## src/rtl/btn_pkg.sv

```systemverilog
// Shared types and helpers for the push-button conditioner.
// Hold FSM encoding, counter sizing and parameter sanity.
package btn_pkg;

  typedef enum logic [1:0] {
    IDLE,
    HELD,
    LONG
  } hold_st_t;

  function automatic int cnt_w(input int m);
    return (m < 1) ? 1 : $clog2(m + 1);
  endfunction

  function automatic bit params_ok(
    input int n,
    input int d,
    input int l,
    input int r
  );
    return (n >= 1) && (d >= 1) && (l >= 1) && (r >= 1);
  endfunction

endpackage

```

## src/rtl/btn_chan.sv

```systemverilog
// One button channel: synchroniser, debouncer and hold FSM.
// Input pin is already normalised so that 1 means pressed.
module btn_chan
  import btn_pkg::*;
#(
  parameter int DEBOUNCE_CYC = 4,
  parameter int LONG_CYC     = 20,
  parameter int REPEAT_CYC   = 5
) (
  input  logic clk,
  input  logic rst,
  input  logic pin,
  input  logic repeat_en,
  output logic level,
  output logic press_pulse,
  output logic release_pulse,
  output logic click_pulse,
  output logic long_pulse,
  output logic repeat_pulse
);

  localparam int DW = cnt_w(DEBOUNCE_CYC);
  localparam int HW = cnt_w(LONG_CYC);
  localparam int RW = cnt_w(REPEAT_CYC);

  localparam logic [DW-1:0] DB_MAX = DW'(DEBOUNCE_CYC);
  localparam logic [HW-1:0] HD_MAX = HW'(LONG_CYC);
  localparam logic [RW-1:0] RP_MAX = RW'(REPEAT_CYC);

  logic          s1;
  logic          s2;
  logic [DW-1:0] db_cnt;
  logic [DW-1:0] db_nxt;
  logic [HW-1:0] hold_cnt;
  logic [HW-1:0] hold_nxt;
  logic [RW-1:0] rpt_cnt;
  logic [RW-1:0] rpt_nxt;
  logic          db_hit;
  logic          rise;
  logic          fall;
  hold_st_t      state;

  // next counter values and the debounced edge events
  always_comb begin
    db_nxt   = db_cnt + 1'b1;
    hold_nxt = hold_cnt + 1'b1;
    rpt_nxt  = rpt_cnt + 1'b1;
    db_hit   = (s2 != level) && (db_nxt == DB_MAX);
    rise     = db_hit && !level;
    fall     = db_hit && level;
  end

  // sync the pin, then accept a level change after a stable run
  always_ff @(posedge clk) begin
    if (rst) begin
      s1     <= 1'b0;
      s2     <= 1'b0;
      level  <= 1'b0;
      db_cnt <= '0;
    end else begin
      s1 <= pin;
      s2 <= s1;
      if (s2 == level) begin
        db_cnt <= '0;
      end else if (db_hit) begin
        db_cnt <= '0;
        level  <= ~level;
      end else begin
        db_cnt <= db_nxt;
      end
    end
  end

  // classify the hold time and emit registered one-cycle pulses
  always_ff @(posedge clk) begin
    if (rst) begin
      state         <= IDLE;
      hold_cnt      <= '0;
      rpt_cnt       <= '0;
      press_pulse   <= 1'b0;
      release_pulse <= 1'b0;
      click_pulse   <= 1'b0;
      long_pulse    <= 1'b0;
      repeat_pulse  <= 1'b0;
    end else begin
      press_pulse   <= 1'b0;
      release_pulse <= 1'b0;
      click_pulse   <= 1'b0;
      long_pulse    <= 1'b0;
      repeat_pulse  <= 1'b0;
      unique case (state)
        IDLE: begin
          if (rise) begin
            state       <= HELD;
            hold_cnt    <= '0;
            press_pulse <= 1'b1;
          end
        end
        HELD: begin
          if (fall) begin
            state         <= IDLE;
            release_pulse <= 1'b1;
            click_pulse   <= 1'b1;
          end else if (hold_nxt == HD_MAX) begin
            state      <= LONG;
            long_pulse <= 1'b1;
            rpt_cnt    <= '0;
          end else begin
            hold_cnt <= hold_nxt;
          end
        end
        LONG: begin
          if (fall) begin
            state         <= IDLE;
            release_pulse <= 1'b1;
          end else if (rpt_nxt == RP_MAX) begin
            rpt_cnt      <= '0;
            repeat_pulse <= repeat_en;
          end else begin
            rpt_cnt <= rpt_nxt;
          end
        end
        default: state <= IDLE;
      endcase
    end
  end

endmodule

```

## src/rtl/btn_bank.sv

```systemverilog
// N-channel push-button conditioner for the front panel.
// Normalises pin polarity and fans out to independent channels.
module btn_bank
  import btn_pkg::*;
#(
  parameter int N_BTN        = 4,
  parameter bit ACTIVE_LOW   = 1'b1,
  parameter int DEBOUNCE_CYC = 4,
  parameter int LONG_CYC     = 20,
  parameter int REPEAT_CYC   = 5
) (
  input  logic             clk,
  input  logic             rst,
  input  logic [N_BTN-1:0] btn_in,
  input  logic [N_BTN-1:0] repeat_en,
  output logic [N_BTN-1:0] level,
  output logic [N_BTN-1:0] press_pulse,
  output logic [N_BTN-1:0] release_pulse,
  output logic [N_BTN-1:0] click_pulse,
  output logic [N_BTN-1:0] long_pulse,
  output logic [N_BTN-1:0] repeat_pulse
);

  logic [N_BTN-1:0] pin;

  assign pin = ACTIVE_LOW ? ~btn_in : btn_in;

  if (!params_ok(N_BTN, DEBOUNCE_CYC, LONG_CYC, REPEAT_CYC)) begin : g_bad
    $error("btn_bank: illegal parameters");
  end

  for (genvar i = 0; i < N_BTN; i++) begin : g_ch
    btn_chan #(
      .DEBOUNCE_CYC(DEBOUNCE_CYC),
      .LONG_CYC    (LONG_CYC),
      .REPEAT_CYC  (REPEAT_CYC)
    ) u_chan (
      .clk          (clk),
      .rst          (rst),
      .pin          (pin[i]),
      .repeat_en    (repeat_en[i]),
      .level        (level[i]),
      .press_pulse  (press_pulse[i]),
      .release_pulse(release_pulse[i]),
      .click_pulse  (click_pulse[i]),
      .long_pulse   (long_pulse[i]),
      .repeat_pulse (repeat_pulse[i])
    );
  end

endmodule

```

## config.mk

```make
export PLATFORM = sky130hd
export DESIGN_NAME = btn_bank
export DESIGN_NICKNAME = d
export VERILOG_FILES = /design/src/rtl/btn_pkg.sv /design/src/rtl/btn_chan.sv /design/src/rtl/btn_bank.sv
export SDC_FILE = /design/constraint.sdc
export NUM_CORES = 1
export LEC_CHECK = 0
export ABC_AREA = 0
export ABC_CLOCK_PERIOD_IN_PS = 2200
export BUFFER_PORTS_ARGS = -buffer_cell sky130_fd_sc_hd__buf_2
export CAP_MARGIN = 25
export CORE_UTILIZATION = 60
export CTS_BUF_LIST = sky130_fd_sc_hd__clkbuf_4
export DETAILED_ROUTE_END_ITERATION = 10
export PLACE_DENSITY = 0.85
export SYNTH_ARGS = -nofsm -noshare
export SYNTH_HDL_FRONTEND = slang
export SYNTH_HIERARCHICAL = 1
export SYNTH_SLANG_ARGS = --single-unit
```

## constraint.sdc

```tcl
create_clock -name clk -period 2.2 [get_ports clk]
set_input_delay 0 -clock clk [delete_from_list [all_inputs] [get_ports clk]]
set_output_delay 0 -clock clk [all_outputs]
set_load 0.005 [all_outputs]
```

==> flow_results.org, run 1 <==
** Status
- Result of the run :: complete, no violations

** Floorplanning
- For this configuration, the core starts out at a cell density of between 60 and 70%.
- Die extent in y :: between 80 and 90 um
- Floorplan row count :: 31
- 34 I/O pins were placed.
- The die covers approximately 0.0078 mm^2.
- The floorplan step set the die width to about 88 um.
- After floorplanning, the core was sized to cover about 0.0072 mm^2.

** Setup path
- Crit. End Element :: flop
- Worst-path cell chain :: ha_1 > and4bb_2 > nand2_1 > a21oi_4 > mux2_4 > nor2_2
- Data on the critical path is required at its endpoint by about 2600 ps.
- The worst setup path is of the flop to flop kind.
- STA puts the critical path data arrival time at approximately 2200 ps.
- For this design, the slowest cell found on the critical path is sky130_fd_sc_hd__dfxtp_1.
- Along the worst path, the maximum fanout reaches 4.
- STA classifies the critical path startpoint as a flop.
- Highest cell delay on the worst timing path :: approximately 400 ps

** Route
- For this run, design rule violations remaining after detail routing come to 0.
- Total length of routed wires :: about 8400 um
- Length of the first detailed-routing pass in iterations :: 4
- Using the TritonRoute via totals, the vias-per-cell ratio works out to 5.55.
- DRC violation total after the first TritonRoute iteration :: 109
- Mean routed wirelength per cell :: about 13 um
- Vias :: roughly 3600
- Detail Route Antenna Nets :: 0

** Finish
- Fill cell instance count of the final layout :: roughly 590
- Once layout is complete, the cells apart from fillers number ~650.
- Share of the core filled with cells :: 69.0%
- Of the cells placed in the final design, the portion with a size suffix greater than 1 is between 10% and 20%.
- Count of nets after finishing :: 587
- Sequential cell area :: about 0.0017 mm^2
- Compared with the post-synthesis result, the final layout area differs by 11.5%.
- Number of diodes :: 0
- Multi-input logic area :: around 0.0026 mm^2

** Pwr
- P_leak :: 0.00200 uW
- Dividing total power by cell area gives a power density of ~490 mW/mm^2.
- Peak supply drop :: about 330 uV
- After layout, the design draws a total of 2460 uW.

** Timing
- Setup total negative slack on the finished layout was measured at 0 ps.
- Final worst path period need :: ~1800 ps
- Setup violations, final :: 0
- Hold violation total from the final report :: 0
- Unrepaired setup endpoints after global routing :: no
- Based on the critical path, the design can be clocked at up to between 0.5 and 0.6 GHz.
- Worst slew margin relative to its limit :: 66.5%
- Worst Skew :: about 12 ps
- Worst Setup Slack, final :: between 400 and 500 ps
- The count of final max-slew check failures is 0.
- Least-Margin Pin Slew :: 503 ps
- Part of the cycle the worst path needs :: 81.5%

** Yosys
- In the synthesized netlist the dominant register cell turns out to be sky130_fd_sc_hd__dfxtp_1.
- Number of enable flip-flop cells after synthesis :: 0
- Synthesis produced a netlist with a net count of around 540.
- A synthesized cell averages roughly 9 um^2.
- Dominant cells by area after synthesis :: sky130_fd_sc_hd__dfxtp_1 (38%), sky130_fd_sc_hd__ha_1 (9.0%), sky130_fd_sc_hd__nand2_1 (4.7%), sky130_fd_sc_hd__nor2_1 (4.0%), sky130_fd_sc_hd__inv_1 (3.4%)
- Counting distinct cell types in the post-synthesis netlist gives 40.
- Part of the Yosys area used for sequential elements :: between 30% and 40%
- Post-synthesis async set-or-reset flop share :: 0%
- Cell Area, Synth :: between 0.004 and 0.005 mm^2
- Synthesis-stage register bit count :: between 80 and 90
- Yosys top cell area share :: 37.6%
- During synthesis, Yosys emitted a total of 6 warnings.
- Synth Instances :: approximately 500
- sky130_fd_sc_hd__dfxtp_1 takes more of the synthesized area than any other cell.

** Clock network
- Hold repair after CTS inserted 10 buffers.
- Root buffer cell :: sky130_fd_sc_hd__clkbuf_4
- TritonCTS built the clock tree.
- Clock-pin slew was measured on the worst setup and hold paths at approximately 130 ps.
- Post-CTS Setup Repair Bufs :: 0
- The later pin in the worst-skew pair is clocked with a latency of between 400 and 500 ps.
- Clock tree synthesis inserted a total of 9 buffers.
- TritonCTS Sinks :: 84
- The clock passes through at most 2 buffers.
- After clock tree synthesis, the repair step resized 0 gates.
- Number of levels the H-tree was split into :: 3

** GRT
- The first global-routing pass estimated about 15000 um of wire.
- Layer carrying the most global-route usage :: met2
- Global routing consumed, on the met2 layer, between 40 and 50% of the routing resources.
- In the global route stage, met3 resource usage came out at 6.25%.
- Via count of the first global-routing pass :: between 3000 and 4000
- Antenna violations before repair :: 0
- GRT Overall Usage :: 23.5%
- Global routing consumed, on the met1 layer, between 20 and 30% of the routing resources.
- Grt ovf :: 0
- Pin count of the biggest net entering global routing :: 27

** Placed design
- Prior to clock tree synthesis, the placed netlist has a worst setup slack of around 450 ps.
- # port buffers :: 33
- DP Cell Count :: 623
- The congestion estimate from routability-driven global placement came to 0.870.
- Half-perimeter wire length after placement :: 6090 um

** Min path
- Tightest Hold Check Type :: input port to flop

** Job
- Count of maximum capacitance violations :: 0
[kinds of logic after synthesis]
kind of cell             synth area share [%]
AND/OR/NAND/NOR                          26.3
flip-flops                               37.6
buffers and inverters                    4.14
multiplexers                             3.14
AO/OA/AOI/OAI                            15.3
adder cells (fa/ha/maj)                  8.96
XOR/XNOR                                 4.48
[final timing paths]
check	slack, ps	from	cells past startpoint	endpoint
worst min register to register	450	g_ch[1].u_chan/s1	1	g_ch[1].u_chan/s2
worst min-delay path	340	btn_in[1]	4	g_ch[1].u_chan/s1
worst max-delay path	410	g_ch[2].u_chan/hold_cnt[0]	6	g_ch[2].u_chan/rpt_cnt[1]
worst max register to register	410	g_ch[2].u_chan/hold_cnt[0]	6	g_ch[2].u_chan/rpt_cnt[1]
[placed cells by master, fill, tap and decap left out, drive strengths merged]
cell	netlist	routed
nor3b	4	4
and3	8	8
ha	32	32
mux2i	8	8
or2b	8	8
or4bb	4	4
nor2b	12	12
and4bb	4	4
xnor2	8	8
mux2	4	4
nand3b	12	12
a21oi	24	24
dfxtp	84	84
a211o	8	8
clkinvlp	0	1
a211oi	8	8
clkinv	0	5
bufinv	0	1
and3b	4	4
xor2	8	8
a41oi	4	4
buf	0	36
nand2	56	56
nand2b	4	4
nand3	12	12
and2	4	4
o21ai	28	28
dlygate4sd3	0	10
o31ai	8	8
a21o	4	4
nor2	52	52
inv	40	40
o22ai	12	12
clkbuf	8	9
nor3	16	16
nor4	8	8
[Yosys cell counts, types with 8 or more instances]
cell type and count:
sky130_fd_sc_hd__nand3_1 12, sky130_fd_sc_hd__a211oi_1 8, sky130_fd_sc_hd__o21ai_2 8, sky130_fd_sc_hd__ha_1 32, sky130_fd_sc_hd__nor2_1 48, sky130_fd_sc_hd__nor3_1 16
sky130_fd_sc_hd__o21ai_0 20, sky130_fd_sc_hd__nand3b_1 8, sky130_fd_sc_hd__a21oi_1 20, sky130_fd_sc_hd__mux2i_1 8, sky130_fd_sc_hd__or2b_1 8, sky130_fd_sc_hd__o22ai_1 12
sky130_fd_sc_hd__dfxtp_1 84, sky130_fd_sc_hd__a211o_1 8, sky130_fd_sc_hd__nor2b_1 12, sky130_fd_sc_hd__inv_1 40, sky130_fd_sc_hd__and3_1 8, sky130_fd_sc_hd__nand2_1 56
[worst max-delay path, delay by kind of cell (launching register included)]
kind | cells | cell delay (ps)
simple gates | 3 | 550
flops | 1 | 400
mux | 1 | 330
compound gates | 1 | 240
fa+ha+maj | 1 | 210
[sequential cells by signal (all words and copies together) (netlist names)]
signal	count
g_ch.u_chan/state	8
g_ch.u_chan/hold_cnt	20
g_ch.u_chan/repeat_pulse	4
g_ch.u_chan/db_cnt	12
g_ch.u_chan/s1	4
g_ch.u_chan/level	4
g_ch.u_chan/click_pulse	4
g_ch.u_chan/s2	4
g_ch.u_chan/release_pulse	4
g_ch.u_chan/rpt_cnt	12
g_ch.u_chan/press_pulse	4
g_ch.u_chan/long_pulse	4
[layer usage]
layer  share of wire (%)  vias up  wire (um)
met1                  45     1709       3750
met2                  51       71       4250
li1                    -     1815          -
met4                 1.0        0         86
met5                   0        -          0
met3                 3.9       10        325
[stage by stage]
step	hold WS, ps	area, um^2
3_5_place_dp	265	4750
5_1_grt	329	4980
6_report	342	4980
3_3_place_gp	254	4750
2_1_floorplan	149	4470
4_1_cts	318	4980
[report_power, final]
group,switching (uW),internal (uW)
registers,6.52,1530
logic,36.5,34.1
clock network,517,341
[final cells by class]
type | instances | area share [%]
Clock inverter | 7 | 1.36
Clock buffer | 9 | 1.36
Tap cell | 99 | 2.49
Multi-Input combinational cell | 364 | 52.2
Inverter | 40 | 3.01
Sequential cell | 84 | 33.8
Timing Repair Buffer | 46 | 5.78
(Power assumes the default switching activity.)
==> inputs of run 2 (changes only) <==
--- a/config.mk
+++ b/config.mk
@@ -6,7 +6,7 @@
 export NUM_CORES = 1
 export LEC_CHECK = 0
 export ABC_AREA = 0
-export ABC_CLOCK_PERIOD_IN_PS = 2200
+export ABC_CLOCK_PERIOD_IN_PS = 1800
 export BUFFER_PORTS_ARGS = -buffer_cell sky130_fd_sc_hd__buf_2
 export CAP_MARGIN = 25
 export CORE_UTILIZATION = 60
==> constraint.sdc (replaced) <==
create_clock -name clk -period 1.8 [get_ports clk]
set_input_delay 0 -clock clk [delete_from_list [all_inputs] [get_ports clk]]
set_output_delay 0 -clock clk [all_outputs]
set_load 0.005 [all_outputs]
==> run 2 against run 1 <==
Largest cell class unchanged. Critical endpoint is now g_ch[2].u_chan/hold_cnt[0]. Combinational power grew 27%. Wire length grew 4.8%. Fmax grew 4.0%.
==> flow_results.org, run 2 (synthesis gave the netlist of run 1 again) <==
** Status
- Result of the run :: complete, no violations

** Floorplanning
- Die footprint :: 0.00780 mm^2 (unchanged)
- Initial standard-cell utilization of the core :: 61.9% (unchanged)
- Die width :: 88.3 um (unchanged)
- Floorplan row count :: 31 (unchanged)
- Die extent in y :: 88.3 um (unchanged)
- The core box area was 0.00721 mm^2 (unchanged).
- The count of boundary I/O pins came to 34 (unchanged).

** Setup path
- Depth of the worst register-to-register path :: 6 (unchanged)
- Worst setup path category :: flop to flop
- The required arrival time at the worst endpoint is 2120 ps (-450 ps).
- Maximum fanout encountered on the critical timing path :: 4 (unchanged)
- Capture instance of the worst register-to-register path :: g_ch[2].u_chan/hold_cnt[0]
- The endpoint arrival time on the critical path was 2040 ps (-130 ps).
- STA classifies the critical path startpoint as a flop.
- The setup slack on the worst flop-to-flop path is 80 ps (-330 ps).
- The worst setup path is captured at a flop.
- Launch instance of the worst register-to-register path :: g_ch[2].u_chan/hold_cnt[0]

** Route
- Mean routed wirelength per cell :: 13.4 um (+3.0%)
- The remaining antenna violation count after routing came to 0 (unchanged).
- The post-detailed-route DRC marker count is 0 (unchanged).
- Length of the first detailed-routing pass in iterations :: 4 (unchanged)
- The ratio of routed vias to standard cells came to 5.57 (+0.19%).
- The final wirelength is 8820 um (+4.8%).
- Vias :: 3673 (+1.9%)
- The iteration-0 DRC count of the detailed router was 160 (+47%).

** Timing
- The top achievable clock speed was 0.580 GHz (+4.0%).
- The number of failing hold endpoints at the final stage is 0 (unchanged).
- The count of final max-slew check failures came to 0 (unchanged).
- Worst Setup Slack, final :: 76.0 ps (-331 ps)
- The remaining max-slew budget at the tightest pin came to 74.8% (+8.3 points).
- Final TNS setup :: 0 ps (unchanged)
- Worst Skew :: 12.5 ps (+0.165 ps)
- The final clock period utilization by the worst path is 95.8% (+14 points).
- Final worst path period need :: 1720 ps (-68.7 ps)
- Setup violations, final :: 0 (unchanged)
- Least-Margin Pin Slew :: 378 ps (-124 ps)

** Placed design
- Half-perimeter wire length after placement :: 6110 um (+0.35%)
- The pre-CTS setup slack was 26.0 ps (-425 ps).
- The number of I/O port buffers was 33 (unchanged).
- The weighted congestion reported at the end of routability-driven placement was 0.924 (+6.1%).

** GRT
- Antenna violations before repair :: 0 (unchanged)
- GRT Overall Usage :: 23.7% (+0.21 points)
- The number of global-route vias before repair is 3398 (-0.73%).
- Grt ovf :: 0 (unchanged)
- Global-route wire length before repair :: 14700 um (+1.2%)
- The maximum number of pins on one net before global-route repair was 19 (-30%).

** Finish
- More flip-flops sit in one register than any other, and that register is g_ch.u_chan/hold_cnt.
- The total inserted antenna cells was 0 (unchanged).
- The area growth from synthesis to layout is 15.0%.
- The library cells used most frequently in the layout, excluding fill and tap cells, are sky130_fd_sc_hd__dfxtp_1 (78), sky130_fd_sc_hd__nand2_1 (54), sky130_fd_sc_hd__nor2_1 (48).
- The number of nets in the layout is 598 (+1.9%).
- Most common library cell in the layout ignoring fill and taps :: sky130_fd_sc_hd__dfxtp_1
- Max FFs per register :: 20 (unchanged)
- Fill cell instance count of the final layout :: 531 (-9.8%)
- Fraction of layout cells with a size suffix above 1 :: 24.4% (+6.6 points)
- Share of the core filled with cells :: 71.2% (+2.2 points)
- In the final layout, the registers with the most flip-flops are g_ch.u_chan/hold_cnt (20), g_ch.u_chan/db_cnt (12), g_ch.u_chan/rpt_cnt (12).

** Clock network
- The clock latency at the later pin of the worst-skew pair is 420 ps (-20 ps).
- The post-CTS clock slew at the launch and capture registers of the worst setup and hold paths is 120 ps (about the same).
- Clock tree from TritonCTS :: yes
- The total number of H-tree levels was 3 (unchanged).
- The maximum number of buffers from clock root to sink came to 2 (unchanged).
- Inserted Clock Buffers :: 9 (unchanged)
- TritonCTS Sinks :: 84 (unchanged)
- The root buffer cell chosen for the clock tree is sky130_fd_sc_hd__clkbuf_4.

** Min path
- The path with the worst hold slack has its endpoint at g_ch[2].u_chan/s1.
- The path class of the tightest hold or removal check is input port to flop.
- Hold path cells :: 4 (unchanged)
- Startpoint of the worst hold path :: btn_in[2]

** Job
- The reported max-cap violation count was 0 (unchanged).

** Pwr
- The power density of the placed cells is 589 mW/mm^2 (+19%).
- The leakage component of the power came to 0.00204 uW (+2.3%).
- The worst IR drop on VDD is 483 uV (+45%).
[run 2: area by class of cell]
class / count / area (um^2) / share of cell area [%]
clock buffers: 11 / 82.6 / 1.61
clock inverters: 5 / 52.6 / 1.02
inverters: 40 / 150 / 2.92
multi-input cells: 364 / 2670 / 52.0
flip-flops and latches: 84 / 1690 / 32.9
well taps: 99 / 124 / 2.41
repair buffers: 57 / 370 / 7.21
[run 2: repair_timing]
item,CTS,global route
endpoints found under the hold margin,13,0
pin swaps,0,7
hold buffers,10,0
setup endpoints to repair,1,21
gates cloned,0,0
resized for setup,1,26
buffers inserted,0,7
[run 2: routing by layer]
layer | GRT usage, % | share of wire [%] | wire length (um)
met5 | 0 | 0 | 0
met4 | 9.53 | 1.9 | 167
met3 | 4.29 | 3.6 | 317
met2 | 39.9 | 48 | 4260
met1 | 30.2 | 46 | 4070
[run 2: through the flow]
| stage | instance area (um^2) | cells | hold WS (ps) | total power (uW) |
|---|---|---|---|---|
| final | 5140 | 660 | 360 | 3030 |
| after detailed placement | 4780 | 627 | 262 | 1990 |
| after floorplan | 4470 | 496 | 149 | 1960 |
| after CTS | 5010 | 653 | 326 | 3070 |
| after global placement | 4780 | 627 | 255 | 1990 |
| after global routing | 5140 | 660 | 355 | 3150 |
[run 2: power breakdown]
group          switching, uW  internal (uW)
combinational           46.0           43.3
sequential              8.33           1870
clock                    614            449
total                    668           2360
[run 2: worst max-delay path by stage]
stage | startpoint | to | slack [ps] | depth (start not counted)
CTS | g_ch[3].u_chan/hold_cnt[0] | g_ch[3].u_chan/hold_cnt[0] | 9 | 6
global route | g_ch[2].u_chan/db_cnt[0] | g_ch[2].u_chan/hold_cnt[4] | -30 | 6
global placement | g_ch[2].u_chan/hold_cnt[0] | g_ch[2].u_chan/hold_cnt[0] | 80 | 6
finish | g_ch[2].u_chan/hold_cnt[0] | g_ch[2].u_chan/hold_cnt[0] | 80 | 6
floorplan | g_ch[0].u_chan/hold_cnt[0] | g_ch[0].u_chan/hold_cnt[0] | 210 | 6
detailed placement | g_ch[2].u_chan/hold_cnt[0] | g_ch[2].u_chan/hold_cnt[0] | 30 | 6
[run 2: worst max-delay path, stage by stage (launching register included)]
cell and delay, ps:
sky130_fd_sc_hd__dfxtp_2 380, sky130_fd_sc_hd__ha_1 200, sky130_fd_sc_hd__or4bb_4 560, sky130_fd_sc_hd__nand3_1 130, sky130_fd_sc_hd__o22ai_1 110, sky130_fd_sc_hd__a211oi_2 190
sky130_fd_sc_hd__nor2_1 60
